$ cat src/rtl/instruction_fetch_unit_if.sv
// rtl/instruction_fetch_unit_if.sv - instruction-cache read bus between fetch unit and cache
//
// Purpose: groups the instruction-cache read handshake into one bundle.
// Signals:
//   cacheReadRequest  fetch -> cache  read requested, cacheReadPtr valid
//   cacheReadPtr      fetch -> cache  word address being read
//   cacheReadValue    cache -> fetch  returned instruction word
//   cacheReadSuccess  cache -> fetch  response valid this cycle
//   cacheBusy         cache -> fetch  per-block refill-in-progress flags
// Modports: master (fetch unit side), slave (cache side).
interface instruction_fetch_unit_if #(
  parameter int NUMBER_OF_BLOCKS_IN_CACHE_LOG = 2
);
  logic                                        cacheReadRequest;
  logic [31:0]                                 cacheReadPtr;
  logic [31:0]                                 cacheReadValue;
  logic                                        cacheReadSuccess;
  logic [(2**NUMBER_OF_BLOCKS_IN_CACHE_LOG)-1:0] cacheBusy;

  modport master (
    output cacheReadRequest,
    output cacheReadPtr,
    input  cacheReadValue,
    input  cacheReadSuccess,
    input  cacheBusy
  );

  modport slave (
    input  cacheReadRequest,
    input  cacheReadPtr,
    output cacheReadValue,
    output cacheReadSuccess,
    output cacheBusy
  );
endinterface

$ cat src/rtl/instruction_fetch_unit.sv
// rtl/instruction_fetch_unit.sv - program counter, cache read initiator and instruction buffer
//
// Purpose: owns the PC, issues one outstanding word read at a time to the
// instruction cache, buffers returned words in an in-order FIFO for decode,
// and handles redirects, miss-stall counting and fetch timeouts.
// Ports:
//   clk, reset        clock and synchronous active-low reset
//   cache             instruction-cache read bus (master side)
//   redirectValid/Target  branch/jump redirect strobe and word address
//   instrValid/instr/instrPc/instrReady  FIFO head towards decode
//   missCycles        saturating count of WAIT cycles on a busy block
//   fetchError        sticky timeout flag, cleared only by reset
module instruction_fetch_unit #(
  parameter logic [31:0] RESET_PC                      = 32'h0000_0000,
  parameter int          FIFO_DEPTH                    = 2,
  parameter int          BLOCK_SIZE_LOG                = 4,
  parameter int          NUMBER_OF_BLOCKS_IN_CACHE_LOG = 2,
  parameter int          TIMEOUT_CYCLES                = 255
) (
  input  logic                     clk,
  input  logic                     reset,
  instruction_fetch_unit_if.master cache,
  input  logic                     redirectValid,
  input  logic [31:0]              redirectTarget,
  output logic                     instrValid,
  output logic [31:0]              instr,
  output logic [31:0]              instrPc,
  input  logic                     instrReady,
  output logic [15:0]              missCycles,
  output logic                     fetchError
);

  localparam int PTR_W = $clog2(FIFO_DEPTH);
  localparam int CNT_W = PTR_W + 1;
  localparam int WC_W  = $clog2(TIMEOUT_CYCLES + 1);

  typedef enum logic [1:0] {
    S_IDLE,
    S_WAIT,
    S_DRAIN,
    S_ERROR
  } state_t;

  state_t            state_q, state_d;
  logic [31:0]       pc_q, pc_d;
  logic [31:0]       pend_q, pend_d;
  logic [WC_W-1:0]   wait_cnt_q;
  logic [15:0]       miss_q;

  logic [31:0]       fifo_pc   [FIFO_DEPTH];
  logic [31:0]       fifo_word [FIFO_DEPTH];
  logic [PTR_W-1:0]  rd_ptr_q, wr_ptr_q;
  logic [CNT_W-1:0]  count_q;

  logic              push, pop, flush, issue, tick;
  logic              success, timeout_hit, busy_hit;
  logic [CNT_W-1:0]  cnt_after_pop;

  // Success is only meaningful while a request is on the bus.
  assign success     = cache.cacheReadSuccess &&
                       ((state_q == S_WAIT) || (state_q == S_DRAIN));
  assign pop         = (count_q != '0) && instrReady;
  assign cnt_after_pop = count_q - CNT_W'(pop);
  // The counter would reach TIMEOUT_CYCLES on this edge.
  assign timeout_hit = (wait_cnt_q == WC_W'(TIMEOUT_CYCLES - 1));
  assign busy_hit    = cache.cacheBusy[pc_q[BLOCK_SIZE_LOG +: NUMBER_OF_BLOCKS_IN_CACHE_LOG]];

  // pc_q is always the address on the bus: in DRAIN it still holds the
  // abandoned address while the redirect waits in pend_q.
  assign cache.cacheReadRequest = (state_q == S_WAIT) || (state_q == S_DRAIN);
  assign cache.cacheReadPtr     = pc_q;

  assign instrValid = (count_q != '0);
  assign instr      = fifo_word[rd_ptr_q];
  assign instrPc    = fifo_pc[rd_ptr_q];
  assign missCycles = miss_q;
  assign fetchError = (state_q == S_ERROR);

  always_comb begin
    state_d = state_q;
    pc_d    = pc_q;
    pend_d  = pend_q;
    push    = 1'b0;
    flush   = 1'b0;
    issue   = 1'b0;
    tick    = 1'b0;
    unique case (state_q)
      S_IDLE: begin
        if (redirectValid) begin
          flush = 1'b1;
          pc_d  = redirectTarget;
        end else if (cnt_after_pop < CNT_W'(FIFO_DEPTH)) begin
          issue   = 1'b1;
          state_d = S_WAIT;
        end
      end
      S_WAIT: begin
        if (success) begin
          if (redirectValid) begin
            flush = 1'b1;
            pc_d  = redirectTarget;
            issue = 1'b1;
          end else begin
            push = 1'b1;
            pc_d = pc_q + 32'd1;
            if ((cnt_after_pop + CNT_W'(1)) < CNT_W'(FIFO_DEPTH)) begin
              issue = 1'b1;
            end else begin
              state_d = S_IDLE;
            end
          end
        end else if (timeout_hit) begin
          state_d = S_ERROR;
        end else begin
          tick = 1'b1;
          if (redirectValid) begin
            flush   = 1'b1;
            pend_d  = redirectTarget;
            state_d = S_DRAIN;
          end
        end
      end
      S_DRAIN: begin
        if (success) begin
          flush   = redirectValid;
          pc_d    = redirectValid ? redirectTarget : pend_q;
          issue   = 1'b1;
          state_d = S_WAIT;
        end else if (timeout_hit) begin
          state_d = S_ERROR;
        end else begin
          tick = 1'b1;
          if (redirectValid) begin
            flush  = 1'b1;
            pend_d = redirectTarget;
          end
        end
      end
      default: begin
        // ERROR: only reset leaves this state.
      end
    endcase
  end

  always_ff @(posedge clk) begin
    if (!reset) begin
      state_q    <= S_IDLE;
      pc_q       <= RESET_PC;
      pend_q     <= '0;
      wait_cnt_q <= '0;
      miss_q     <= '0;
    end else begin
      state_q <= state_d;
      pc_q    <= pc_d;
      pend_q  <= pend_d;
      if (issue) begin
        wait_cnt_q <= '0;
      end else if (tick) begin
        wait_cnt_q <= wait_cnt_q + WC_W'(1);
      end
      if ((state_q == S_WAIT) && busy_hit && (miss_q != 16'hFFFF)) begin
        miss_q <= miss_q + 16'd1;
      end
    end
  end

  always_ff @(posedge clk) begin
    if (!reset) begin
      rd_ptr_q <= '0;
      wr_ptr_q <= '0;
      count_q  <= '0;
      for (int i = 0; i < FIFO_DEPTH; i++) begin
        fifo_pc[i]   <= '0;
        fifo_word[i] <= '0;
      end
    end else if (flush) begin
      rd_ptr_q <= '0;
      wr_ptr_q <= '0;
      count_q  <= '0;
    end else begin
      if (push) begin
        fifo_pc[wr_ptr_q]   <= pc_q;
        fifo_word[wr_ptr_q] <= cache.cacheReadValue;
        wr_ptr_q            <= wr_ptr_q + PTR_W'(1);
      end
      if (pop) begin
        rd_ptr_q <= rd_ptr_q + PTR_W'(1);
      end
      count_q <= count_q + CNT_W'(push) - CNT_W'(pop);
    end
  end

endmodule

$ cat src/flat_wrapper.sv
// flat-port wrapper written by rule: the top's interface ports become plain ports
module instruction_fetch_unit_flat 
#(
  parameter logic [31:0] RESET_PC                      = 32'h0000_0000,
  parameter int          FIFO_DEPTH                    = 2,
  parameter int          BLOCK_SIZE_LOG                = 4,
  parameter int          NUMBER_OF_BLOCKS_IN_CACHE_LOG = 2,
  parameter int          TIMEOUT_CYCLES                = 255
)
  (clk, reset, redirectValid, redirectTarget, instrValid, instr, instrPc, instrReady, missCycles, fetchError, cache_cacheReadRequest, cache_cacheReadPtr, cache_cacheReadValue, cache_cacheReadSuccess, cache_cacheBusy);
  instruction_fetch_unit_if #(.NUMBER_OF_BLOCKS_IN_CACHE_LOG(NUMBER_OF_BLOCKS_IN_CACHE_LOG)) cache_i ();
  input  logic clk;
  input  logic reset;
  input  logic redirectValid;
  input  logic [31:0] redirectTarget;
  output logic instrValid;
  output logic [31:0] instr;
  output logic [31:0] instrPc;
  input  logic instrReady;
  output logic [15:0] missCycles;
  output logic fetchError;
  output wire logic [$bits(cache_i.cacheReadRequest)-1:0] cache_cacheReadRequest;
  output wire logic [$bits(cache_i.cacheReadPtr)-1:0] cache_cacheReadPtr;
  input wire logic [$bits(cache_i.cacheReadValue)-1:0] cache_cacheReadValue;
  input wire logic [$bits(cache_i.cacheReadSuccess)-1:0] cache_cacheReadSuccess;
  input wire logic [$bits(cache_i.cacheBusy)-1:0] cache_cacheBusy;
  assign cache_cacheReadRequest = cache_i.cacheReadRequest;
  assign cache_cacheReadPtr = cache_i.cacheReadPtr;
  assign cache_i.cacheReadValue = cache_cacheReadValue;
  assign cache_i.cacheReadSuccess = cache_cacheReadSuccess;
  assign cache_i.cacheBusy = cache_cacheBusy;
  instruction_fetch_unit #(.RESET_PC(RESET_PC), .FIFO_DEPTH(FIFO_DEPTH), .BLOCK_SIZE_LOG(BLOCK_SIZE_LOG), .NUMBER_OF_BLOCKS_IN_CACHE_LOG(NUMBER_OF_BLOCKS_IN_CACHE_LOG), .TIMEOUT_CYCLES(TIMEOUT_CYCLES)) u_core (.clk(clk), .reset(reset), .cache(cache_i), .redirectValid(redirectValid), .redirectTarget(redirectTarget), .instrValid(instrValid), .instr(instr), .instrPc(instrPc), .instrReady(instrReady), .missCycles(missCycles), .fetchError(fetchError));
endmodule
$ cat config.mk
export PLATFORM = sky130hd
export DESIGN_NAME = instruction_fetch_unit_flat
export DESIGN_NICKNAME = d
export VERILOG_FILES = /design/src/rtl/instruction_fetch_unit_if.sv /design/src/rtl/instruction_fetch_unit.sv /design/src/flat_wrapper.sv
export SDC_FILE = /design/constraint.sdc
export NUM_CORES = 1
export LEC_CHECK = 0
export CAP_MARGIN = 20
export CORE_AREA = 2 2 147 149
export CTS_BUF_LIST = sky130_fd_sc_hd__clkbuf_16
export DETAILED_ROUTE_END_ITERATION = 16
export DIE_AREA = 0 0 149 151
export HOLD_SLACK_MARGIN = 0.1
export PLACE_DENSITY = 0.8
export SYNTH_ARGS = -nofsm -noshare
export SYNTH_HDL_FRONTEND = slang
export SYNTH_SLANG_ARGS = --single-unit
export TNS_END_PERCENT = 5
$ cat constraint.sdc
create_clock -name clk -period 8.97 [get_ports clk]
set_input_delay 1.794 -clock clk [delete_from_list [all_inputs] [get_ports clk]]
set_output_delay 1.794 -clock clk [all_outputs]
set_load 0.01 [all_outputs]
==> impl_metrics.json, run 1 <==
{
  "syn_area_mm2": 0.0108,
  "cells_after_dpl": 1427,
  "power_leakage_nw": 4.86,
  "synth.yosys.seq_area_share": 0.530,
  "holdBufCountCts": 0,
  "post_route_hold_slack_ns": 0.454,
  "core_mm2": 0.0208,
  "ys_top_cells_by_count": "sky130_fd_sc_hd__and2_1, sky130_fd_sc_hd__edfxtp_1, sky130_fd_sc_hd__dfxtp_1, sky130_fd_sc_hd__nand2_1, sky130_fd_sc_hd__mux2_2",
  "ant_nets_after_route": 0,
  "fp.dieW_um": 149,
  "timing.final.max_slew_violations": 0,
  "synthToLayoutAreaGrowth_pct": 25.8,
  "maxSlewHeadroom": 0.294,
  "run_status": "complete, no violations",
  "detail_placement_hpwl_mm": 18.3,
  "cp.required_ns": 9.09,
  "rsz0062_at_grt": "false",
  "layout_worst_path_cycle_share": 0.526,
  "count_of_distinct_cell_types_in_the_synthesized_netlist": 65,
  "critPathArrivalTime_ns": 4.84,
  "fraction_of_layout_cells_with_a_size_suffix_above_1": 0.106,
  "htreeDepth": 1,
  "sum_of_negative_setup_slack_ns": 0,
  "dr_total_vias": 8733,
  "fmax_ghz": 0.212,
  "antenna_found_initial": 0,
  "grt_start_max_net_pins": 74,
  "end_kind": "flip-flop",
  "clkLatencyLatePin_ns": 0.50,
  "yosys_register_bits": 223,
  "grt_pass1_wl_mm": 43.3,
  "drt_wl_total_mm": 27.9,
  "hold_violations": 0,
  "detail_route.first_pass.iterations": 5,
  "final_nets": 1261,
  "synth_top_area_frac": 0.354,
  "pwr_density_cell_mw_per_mm2": 227,
  "synth_area_leader_cell": "sky130_fd_sc_hd__edfxtp_1",
  "timing.critical_path.from_type": "input pin",
  "ys_async_sr_fraction": 0,
  "tritoncts_clock_tree": "yes",
  "postCtsSetupBuffers": 0,
  "cts_repair_resize_count": 0,
  "die_area_mm2": 0.0225,
  "worst-path-max-fanout": 65,
  "synth-main-ff-cell": "sky130_fd_sc_hd__edfxtp_1",
  "layout.filler_cells": 1656,
  "insertedDiodeCount": 0,
  "clk_root_buffer_cell": "sky130_fd_sc_hd__clkbuf_16",
  "drv_cap": 0,
  "cts_buffer_count": 23,
  "place.port_buffers": 187,
  "start_util": 0.521,
  "yosys.cell_count.top_type": "sky130_fd_sc_hd__and2_1",
  "synth_cells": 1030,
  "setup_violations": 0,
  "worst_setup_hold_path_clk_slew_ns": 0.06,
  "die_h_um": 151,
  "cts_sinks": 223,
  "cts_max_path_buffers": 3,
  "rows": 53,
  "holdCritPathClass": "flip-flop to flip-flop",
  "via_density_per_instance": 5.94,
  "avgRoutedWirePerCell_um": 19.0,
  "groute.usage.overall": 0.240,
  "ir_drop_mv": 0.123,
  "top_cells_by_area_in_the_synthesized_netlist": "sky130_fd_sc_hd__edfxtp_1, sky130_fd_sc_hd__dfxtp_1, sky130_fd_sc_hd__and2_1",
  "synth-edff-count": 128,
  "synth.avg_cell_area_um2": 10.5,
  "critPathKind": "input pin to flip-flop",
  "fin_total_pwr_mw": 3.10,
  "synth.yosys.warnings": 0,
  "grt_pass1_vias": 8107,
  "stdcell_count": 1469,
  "worst_pin_slew_ns": 1.05,
  "skew_ns": 0.00735,
  "floorplan.io_pins": 188,
  "gp_congestion": 0.891,
  "syn_nets": 1113,
  "final_period_minus_worst_setup_slack_ns": 4.72,
  "remaining_global_route_overflow": 0,
  "detail_route.drc_violations": 0,
  "first_iter_violations": 864
}
==> placed cells by master (no fill, tap or decap), types with 18 or more instances in the layout <==
cell / instances
sky130_fd_sc_hd__clkdlybuf4s50_1: 187
sky130_fd_sc_hd__dfxtp_1: 94
sky130_fd_sc_hd__a221oi_1: 18
sky130_fd_sc_hd__edfxtp_1: 128
sky130_fd_sc_hd__clkbuf_16: 23
sky130_fd_sc_hd__nand3_1: 43
sky130_fd_sc_hd__and2_1: 137
sky130_fd_sc_hd__nand4_1: 20
sky130_fd_sc_hd__o21ai_0: 46
sky130_fd_sc_hd__mux2i_1: 21
sky130_fd_sc_hd__nor2_1: 52
sky130_fd_sc_hd__a21oi_1: 40
sky130_fd_sc_hd__inv_1: 20
sky130_fd_sc_hd__mux2_2: 64
sky130_fd_sc_hd__nand2_1: 85
==> flip-flops by register name, indices dropped and copies added, names as in the netlist, named ones only <==
| signal | count |
|---|---|
| u_core.cache.cacheReadPtr | 32 |
| u_core.count_q | 2 |
| u_core.fifo_pc | 64 |
| u_core.fifo_word | 64 |
| u_core.missCycles | 16 |
| u_core.pend_q | 32 |
| u_core.rd_ptr_q | 1 |
| u_core.state_q | 2 |
| u_core.wait_cnt_q | 8 |
| u_core.wr_ptr_q | 1 |
==> layer usage <==
metal,part of all wire,global-route usage,vias to the layer above
met5,0,0,-
met4,0.027,0.0648,0
met3,0.094,0.0452,62
met2,0.46,0.388,430
met1,0.42,0.334,4179
li1,-,-,4062
==> critical path, cell delays in order <==
cell,delay (ns)
sky130_fd_sc_hd__clkdlybuf4s50_1,0.40
sky130_fd_sc_hd__buf_4,0.25
sky130_fd_sc_hd__and4b_1,0.52
sky130_fd_sc_hd__and3_2,0.91
sky130_fd_sc_hd__nand2b_4,0.87
==> per-stage QoR <==
stage | setup WS, ns | util | instance area (um^2)
6_report | 4.25 | 0.655 | 13600
5_1_grt | 4.05 | 0.655 | 13600
4_1_cts | 4.26 | 0.655 | 13600
3_5_place_dp | 3.75 | 0.620 | 12900
3_3_place_gp | 3.78 | 0.619 | 12900
2_1_floorplan | 1.45 | - | 10800
==> cell type report <==
class / count / area (um^2) / share of cell area
multi-input cells: 714 / 4780 / 0.350
inverters: 17 / 63.8 / 0.00468
clock inverters: 18 / 158 / 0.0116
repair buffers: 199 / 1970 / 0.145
clock buffers: 23 / 576 / 0.0422
well taps: 275 / 344 / 0.0252
flip-flops and latches: 223 / 5750 / 0.421
==> power by group <==
group / switching (mW) / total (mW) / internal, mW
combinational: 0.428 / 0.788 / 0.360
clock: 0.383 / 0.933 / 0.550
sequential: 0.190 / 1.38 / 1.19
total: 1.00 / 3.10 / 2.10
==> path summary, 6_finish.rpt <==
check                                  startpoint               endpoint  slack (ns)  depth (start not counted)
worst min-delay path            u_core.pend_q[25]      u_core.pend_q[25]        0.45                          2
worst max register to register  u_core.state_q[0]  u_core.fifo_pc[1][26]        5.23                          5
worst min register to register  u_core.pend_q[25]      u_core.pend_q[25]        0.45                          2
worst max-delay path                redirectValid  u_core.fifo_pc[1][26]        4.25                          5
==> cell families (layout without fill, tap and decap cells) <==
kind of cell,after synthesis,count (layout),synth area share
flops,223,223,0.530
fa+ha+maj,10,10,0.0115
simple gates,416,416,0.207
buf+inv,93,257,0.0344
xor+xnor,23,23,0.0186
mux,86,86,0.0879
compound gates,179,179,0.111
Note: power is estimated with default switching activity, not from simulation.
==> inputs of run 2 (changes only) <==
CORE_AREA = 2 2 154 156   (was 2 2 147 149)
DIE_AREA = 0 0 156 158   (was 0 0 149 151)
PLACE_DENSITY = 0.76   (was 0.8)
clock period = 3.9 ns   (was 8.97 ns; I/O delays follow)
==> run 2 against run 1 <==
  * Clock power grew 140%
  * Hold slack is essentially flat
  * Total power up 130%
  * Critical endpoint is now instrPc[16]
  * Die area grew 9.6%
  * Final area grew 1.2%
  * Final cell count rose by 1.9%
  * First-iteration DRC count shrank 7.3%
  * Wire length up 1.8%
  * Register-to-register slack worse by 4.3 ns
==> impl_metrics.json, run 2 (synthesis gave the netlist of run 1 again) <==
{
  "htreeDepth": 1,
  "holdCritPathClass": "flip-flop to flip-flop",
  "drt_wl_total_mm": 28.4,
  "drv_cap": 0,
  "hold_violations": 0,
  "grt_pass1_wl_mm": 44.0,
  "sum_of_negative_setup_slack_ns": 0,
  "critPathKind": "flip-flop to output port",
  "worst-path-max-fanout": 25,
  "insertedDiodeCount": 0,
  "whs_endpoint": "u_core.pend_q[30]",
  "layout.cells.most_common": "sky130_fd_sc_hd__clkdlybuf4s50_1",
  "pwr_density_cell_mw_per_mm2": 522,
  "die_area_mm2": 0.0246,
  "detail_route.drc_violations": 0,
  "synthToLayoutAreaGrowth_pct": 27.2,
  "ant_nets_after_route": 0,
  "m3_gr_usage": 0.0482,
  "detail_route.first_pass.iterations": 5,
  "rows": 56,
  "rsz0062_at_grt": "false",
  "power_leakage_nw": 4.94,
  "use_met2": 0.363,
  "cp_cell_sequence": "buf_4, mux2_2, clkdlybuf4s50_1",
  "cts_buffer_count": 25,
  "fmax_ghz": 0.303,
  "via_density_per_instance": 5.77,
  "crit_family": "buffers and inverters",
  "ir_drop_mv": 0.275,
  "cts_max_path_buffers": 3,
  "cp_slowest_cell": "sky130_fd_sc_hd__dfxtp_2",
  "critPathArrivalTime_ns": 2.52,
  "clkLatencyLatePin_ns": 0.53,
  "timing.final.max_slew_violations": 0,
  "fp.dieW_um": 156,
  "antenna_found_initial": 0,
  "ff2ff_setup_slack_ns": 0.97,
  "timing.critical_path.slowest_cell_delay_ns": 0.76,
  "grt_pass1_vias": 8094,
  "cts_repair_resize_count": 0,
  "layout_worst_path_cycle_share": 0.847,
  "timing.critical_path.from_type": "flip-flop",
  "detail_placement_hpwl_mm": 19.4,
  "final_period_minus_worst_setup_slack_ns": 3.30,
  "remaining_global_route_overflow": 0,
  "critical_path_buf_inv_count": 2,
  "tritoncts_clock_tree": "yes",
  "fin_util": 0.599,
  "first_iter_violations": 801,
  "clk_root_buffer_cell": "sky130_fd_sc_hd__clkbuf_16",
  "avgRoutedWirePerCell_um": 19.0,
  "grt_use_met1": 0.312,
  "core_mm2": 0.0231,
  "fraction_of_layout_cells_with_a_size_suffix_above_1": 0.114,
  "start_util": 0.471,
  "worst_pin_slew_ns": 1.02,
  "skew_ns": 0.0209,
  "worst_hold_start": "u_core.pend_q[30]",
  "run_status": "complete, no violations",
  "cp.required_ns": 3.12,
  "layout.filler_cells": 1875,
  "worstHoldPathCells": 2,
  "dr_total_vias": 8631,
  "commonest_cells_after_routing_fill_and_taps_aside": "sky130_fd_sc_hd__clkdlybuf4s50_1, sky130_fd_sc_hd__and2_1, sky130_fd_sc_hd__edfxtp_1, sky130_fd_sc_hd__dfxtp_1, sky130_fd_sc_hd__nand2_1",
  "postCtsSetupBuffers": 0,
  "groute.usage.overall": 0.223,
  "critical_path.reg2reg.endpoint": "u_core.cache.cacheReadPtr[6]",
  "die_h_um": 158,
  "worstRegToRegCells": 7,
  "floorplan.io_pins": 188,
  "globalRoute.busiestLayer": "met2",
  "final_nets": 1271,
  "largestRegisters": "u_core.fifo_pc: 64 flops, u_core.fifo_word: 64 flops",
  "end_kind": "output port",
  "cts_sinks": 223,
  "setup_violations": 0,
  "gp_congestion": 0.918,
  "place.port_buffers": 187,
  "maxSlewHeadroom": 0.318,
  "grt_start_max_net_pins": 65,
  "worst_setup_hold_path_clk_slew_ns": 0.06,
  "holdBufCountCts": 0,
  "worst_r2r_startpoint": "u_core.state_q[0]"
}
## run 2: final cells by class
class / count / area [um^2] / share of cell area
flip-flops and latches: 223 / 5750 / 0.416
clock buffers: 25 / 626 / 0.0453
well taps: 290 / 363 / 0.0263
repair buffers: 207 / 2070 / 0.150
multi-input cells: 714 / 4780 / 0.346
inverters: 17 / 63.8 / 0.00462
clock inverters: 21 / 151 / 0.0110
## run 2: worst reg2reg max path: cells and delay by family (launching register included)
family	cells	cell delay, ns
compound gates	3	1.23
fa+ha+maj	1	0.59
buf+inv	2	0.41
flops	1	0.38
simple gates	1	0.24
## run 2: through the flow
stage	worst slack [ns]	hold slack [ns]	power (mW)	instance area [um^2]	std cells
final	0.597	0.454	7.20	13800	1497
after detailed placement	0.549	0.448	4.99	13000	1450
after global placement	0.621	0.441	4.95	13000	1450
after CTS	0.566	0.456	7.22	13800	1496
after global routing	0.484	0.467	7.53	13800	1497
after floorplan	0.153	0.436	4.10	10900	1030
## run 2: layer usage
layer,vias to the layer above,share of wire
met1,4131,0.45
li1,4084,-
met2,380,0.46
met5,-,0
met3,36,0.080
met4,0,0.014
## run 2: worst max path at each step
| stage | from | endpoint | slack (ns) | depth (start not counted) |
|---|---|---|---|---|
| finish | flip-flop | instrPc[16] | 0.60 | 3 |
| detailed placement | redirectValid | u_core.cache.cacheReadPtr[8] | 0.55 | 6 |
| global route | u_core.state_q[0] | cache_cacheReadRequest | 0.48 | 4 |
| CTS | flip-flop | instrPc[21] | 0.57 | 3 |
| floorplan | redirectValid | u_core.fifo_pc[1][0] | 0.15 | 6 |
| global placement | redirectValid | u_core.cache.cacheReadPtr[6] | 0.62 | 6 |
## run 2: where the power goes
part	internal, mW	switching (mW)
logic	0.843	0.974
clock network	1.30	0.933
registers	2.73	0.425
total	4.87	2.33
==> inputs of run 3 (changes only) <==
clock period = 2.75 ns   (was 3.9 ns; I/O delays follow)
==> run 3 against run 2 <==
  * Core utilization up 1.2 points
  * Setup slack worse by 0.52 ns
  * Flip-flop and latch count stayed put
  * Register-to-register slack lost 0.60 ns
  * Largest power group unchanged
  * Clock skew decreased by 0.0048 ns
  * Final cell count is 1.9% higher
  * Sequential power is 38% higher
  * Wire length up 1.0%
  * Critical path type unchanged
  * First-iteration DRC count down 5.7%
==> impl_metrics.json, run 3 (synthesis gave the netlist of run 1 again) <==
{
  "critPathKind": "flip-flop to output port",
  "fmax_ghz": 0.374,
  "gp_congestion": 0.911,
  "holdCritPathClass": "flip-flop to flip-flop",
  "critPathArrivalTime_ns": 2.12,
  "grt_pass1_vias": 8386,
  "worstHoldPathCells": 2,
  "worst_pin_slew_ns": 0.670,
  "pwr_density_cell_mw_per_mm2": 739,
  "floorplan.io_pins": 188,
  "cts_sinks": 223,
  "cp_slowest_cell": "sky130_fd_sc_hd__clkdlybuf4s50_1",
  "insertedDiodeCount": 0,
  "grt_start_max_net_pins": 65,
  "groute.usage.overall": 0.227,
  "maxSlewHeadroom": 0.553,
  "detail_route.first_pass.iterations": 5,
  "rsz0062_at_grt": "false",
  "cts_max_path_buffers": 3,
  "detail_route.drc_violations": 0,
  "first_iter_violations": 755,
  "ant_nets_after_route": 0,
  "fp.dieW_um": 156,
  "ir_drop_mv": 0.362,
  "tritoncts_clock_tree": "yes",
  "dr_total_vias": 8803,
  "synthToLayoutAreaGrowth_pct": 29.8,
  "finish.instance_area_mm2": 0.0141,
  "place.port_buffers": 187,
  "commonest_cells_after_routing_fill_and_taps_aside": "sky130_fd_sc_hd__clkdlybuf4s50_1, sky130_fd_sc_hd__and2_1, sky130_fd_sc_hd__edfxtp_1, sky130_fd_sc_hd__dfxtp_1, sky130_fd_sc_hd__nand2_1",
  "cp.required_ns": 2.20,
  "die_h_um": 158,
  "worstRegToRegCells": 6,
  "placed_cell_area_mm2": 0.0133,
  "worst_setup_hold_path_clk_slew_ns": 0.06,
  "end_kind": "output port",
  "fraction_of_layout_cells_with_a_size_suffix_above_1": 0.131,
  "detail_placement_hpwl_mm": 19.7,
  "grt_pass1_wl_mm": 44.9,
  "final_period_minus_worst_setup_slack_ns": 2.67,
  "die_area_mm2": 0.0246,
  "layout_worst_path_cycle_share": 0.972,
  "htreeDepth": 1,
  "power_leakage_nw": 5.10,
  "drt_wl_total_mm": 28.7,
  "skew_ns": 0.0161,
  "setup_violations": 0,
  "clkLatencyLatePin_ns": 0.52,
  "cts_buffer_count": 24,
  "largestRegisters": "u_core.fifo_pc: 64 flops, u_core.fifo_word: 64 flops",
  "timing.critical_path.from_type": "flip-flop",
  "hold_violations": 0,
  "drv_cap": 0,
  "start_util": 0.471,
  "timing.critical_path.slowest_cell_delay_ns": 0.58,
  "antenna_found_initial": 0,
  "via_density_per_instance": 5.77,
  "rows": 56,
  "remaining_global_route_overflow": 0,
  "core_mm2": 0.0231,
  "cp_cell_sequence": "inv_1, ha_4, buf_6, clkdlybuf4s50_1",
  "sum_of_negative_setup_slack_ns": 0,
  "final_nets": 1300,
  "avgRoutedWirePerCell_um": 18.8,
  "layout.cells.most_common": "sky130_fd_sc_hd__clkdlybuf4s50_1",
  "clk_root_buffer_cell": "sky130_fd_sc_hd__clkbuf_16",
  "timing.final.max_slew_violations": 0,
  "run_status": "complete, no violations",
  "worst-path-max-fanout": 28
}
==> run 3: changes by cell type in the layout (fill, tap and decap cells not counted), moves of 2 or more <==
| cell | delta |
|---|---|
| sky130_fd_sc_hd__inv_6 | -2 |
| sky130_fd_sc_hd__inv_1 | +4 |
| sky130_fd_sc_hd__buf_12 | +5 |
| sky130_fd_sc_hd__buf_4 | +24 |
| sky130_fd_sc_hd__clkinv_2 | -6 |
==> run 3: through the flow <==
| step | hold WS, ns | worst slack, ns | total power, mW | util | std cells |
|---|---|---|---|---|---|
| floorplan | 0.436 | 0.00927 | 5.82 | - | 1030 |
| global placement | 0.443 | 0.137 | 7.27 | 0.578 | 1481 |
| detailed placement | 0.447 | 0.104 | 7.31 | 0.578 | 1481 |
| CTS | 0.455 | 0.0628 | 10.4 | 0.611 | 1525 |
| global route | 0.480 | 0.0116 | 10.9 | 0.611 | 1525 |
| finish | 0.457 | 0.0770 | 10.4 | 0.611 | 1525 |
==> run 3: report_power, final <==
part | switching (mW) | total [mW] | internal, mW
Clock | 1.28 | 3.10 | 1.82
Sequential | 0.487 | 4.36 | 3.87
Combinational | 1.55 | 2.95 | 1.40
==> run 3: routing by layer <==
metal	GRT usage	vias to the layer above	wire (um)	part of all wire
met4	0.0581	0	616	0.021
met5	0	-	0	0
met3	0.0446	48	2390	0.083
met2	0.373	394	13200	0.46
met1	0.311	4218	12500	0.44
li1	-	4143	-	-
==> run 3: final timing paths <==
| check | from | to | slack [ns] |
|---|---|---|---|
| hold / removal | u_core.pend_q[13] | u_core.pend_q[13] | 0.46 |
| hold reg to reg | u_core.pend_q[13] | u_core.pend_q[13] | 0.46 |
| setup / recovery | u_core.state_q[0] | cache_cacheReadRequest | 0.08 |
| setup reg to reg | u_core.cache.cacheReadPtr[0] | u_core.cache.cacheReadPtr[18] | 0.37 |
==> run 3: cell type report <==
type                    count  area [um^2]
flip-flops and latches    223         5750
multi-input cells         714         4790
clock buffers              25          626
fillers                  1871         8970
clock inverters            19          130
repair buffers            237         2360
inverters                  17         63.8
well taps                 290          363
==> run 3: timing repair <==
action,in CTS,in global routing
hold buffers,0,0
setup buffers,0,0
gates resized for setup,1,0
setup endpoints to repair,1,0
==> run 3: critical path, delay by kind of cell (launching register included) <==
| kind | cells | cell delay, ns |
|---|---|---|
| flip-flops | 1 | 0.39 |
| adder cells (fa/ha/maj) | 1 | 0.30 |
| buffers and inverters | 3 | 0.92 |
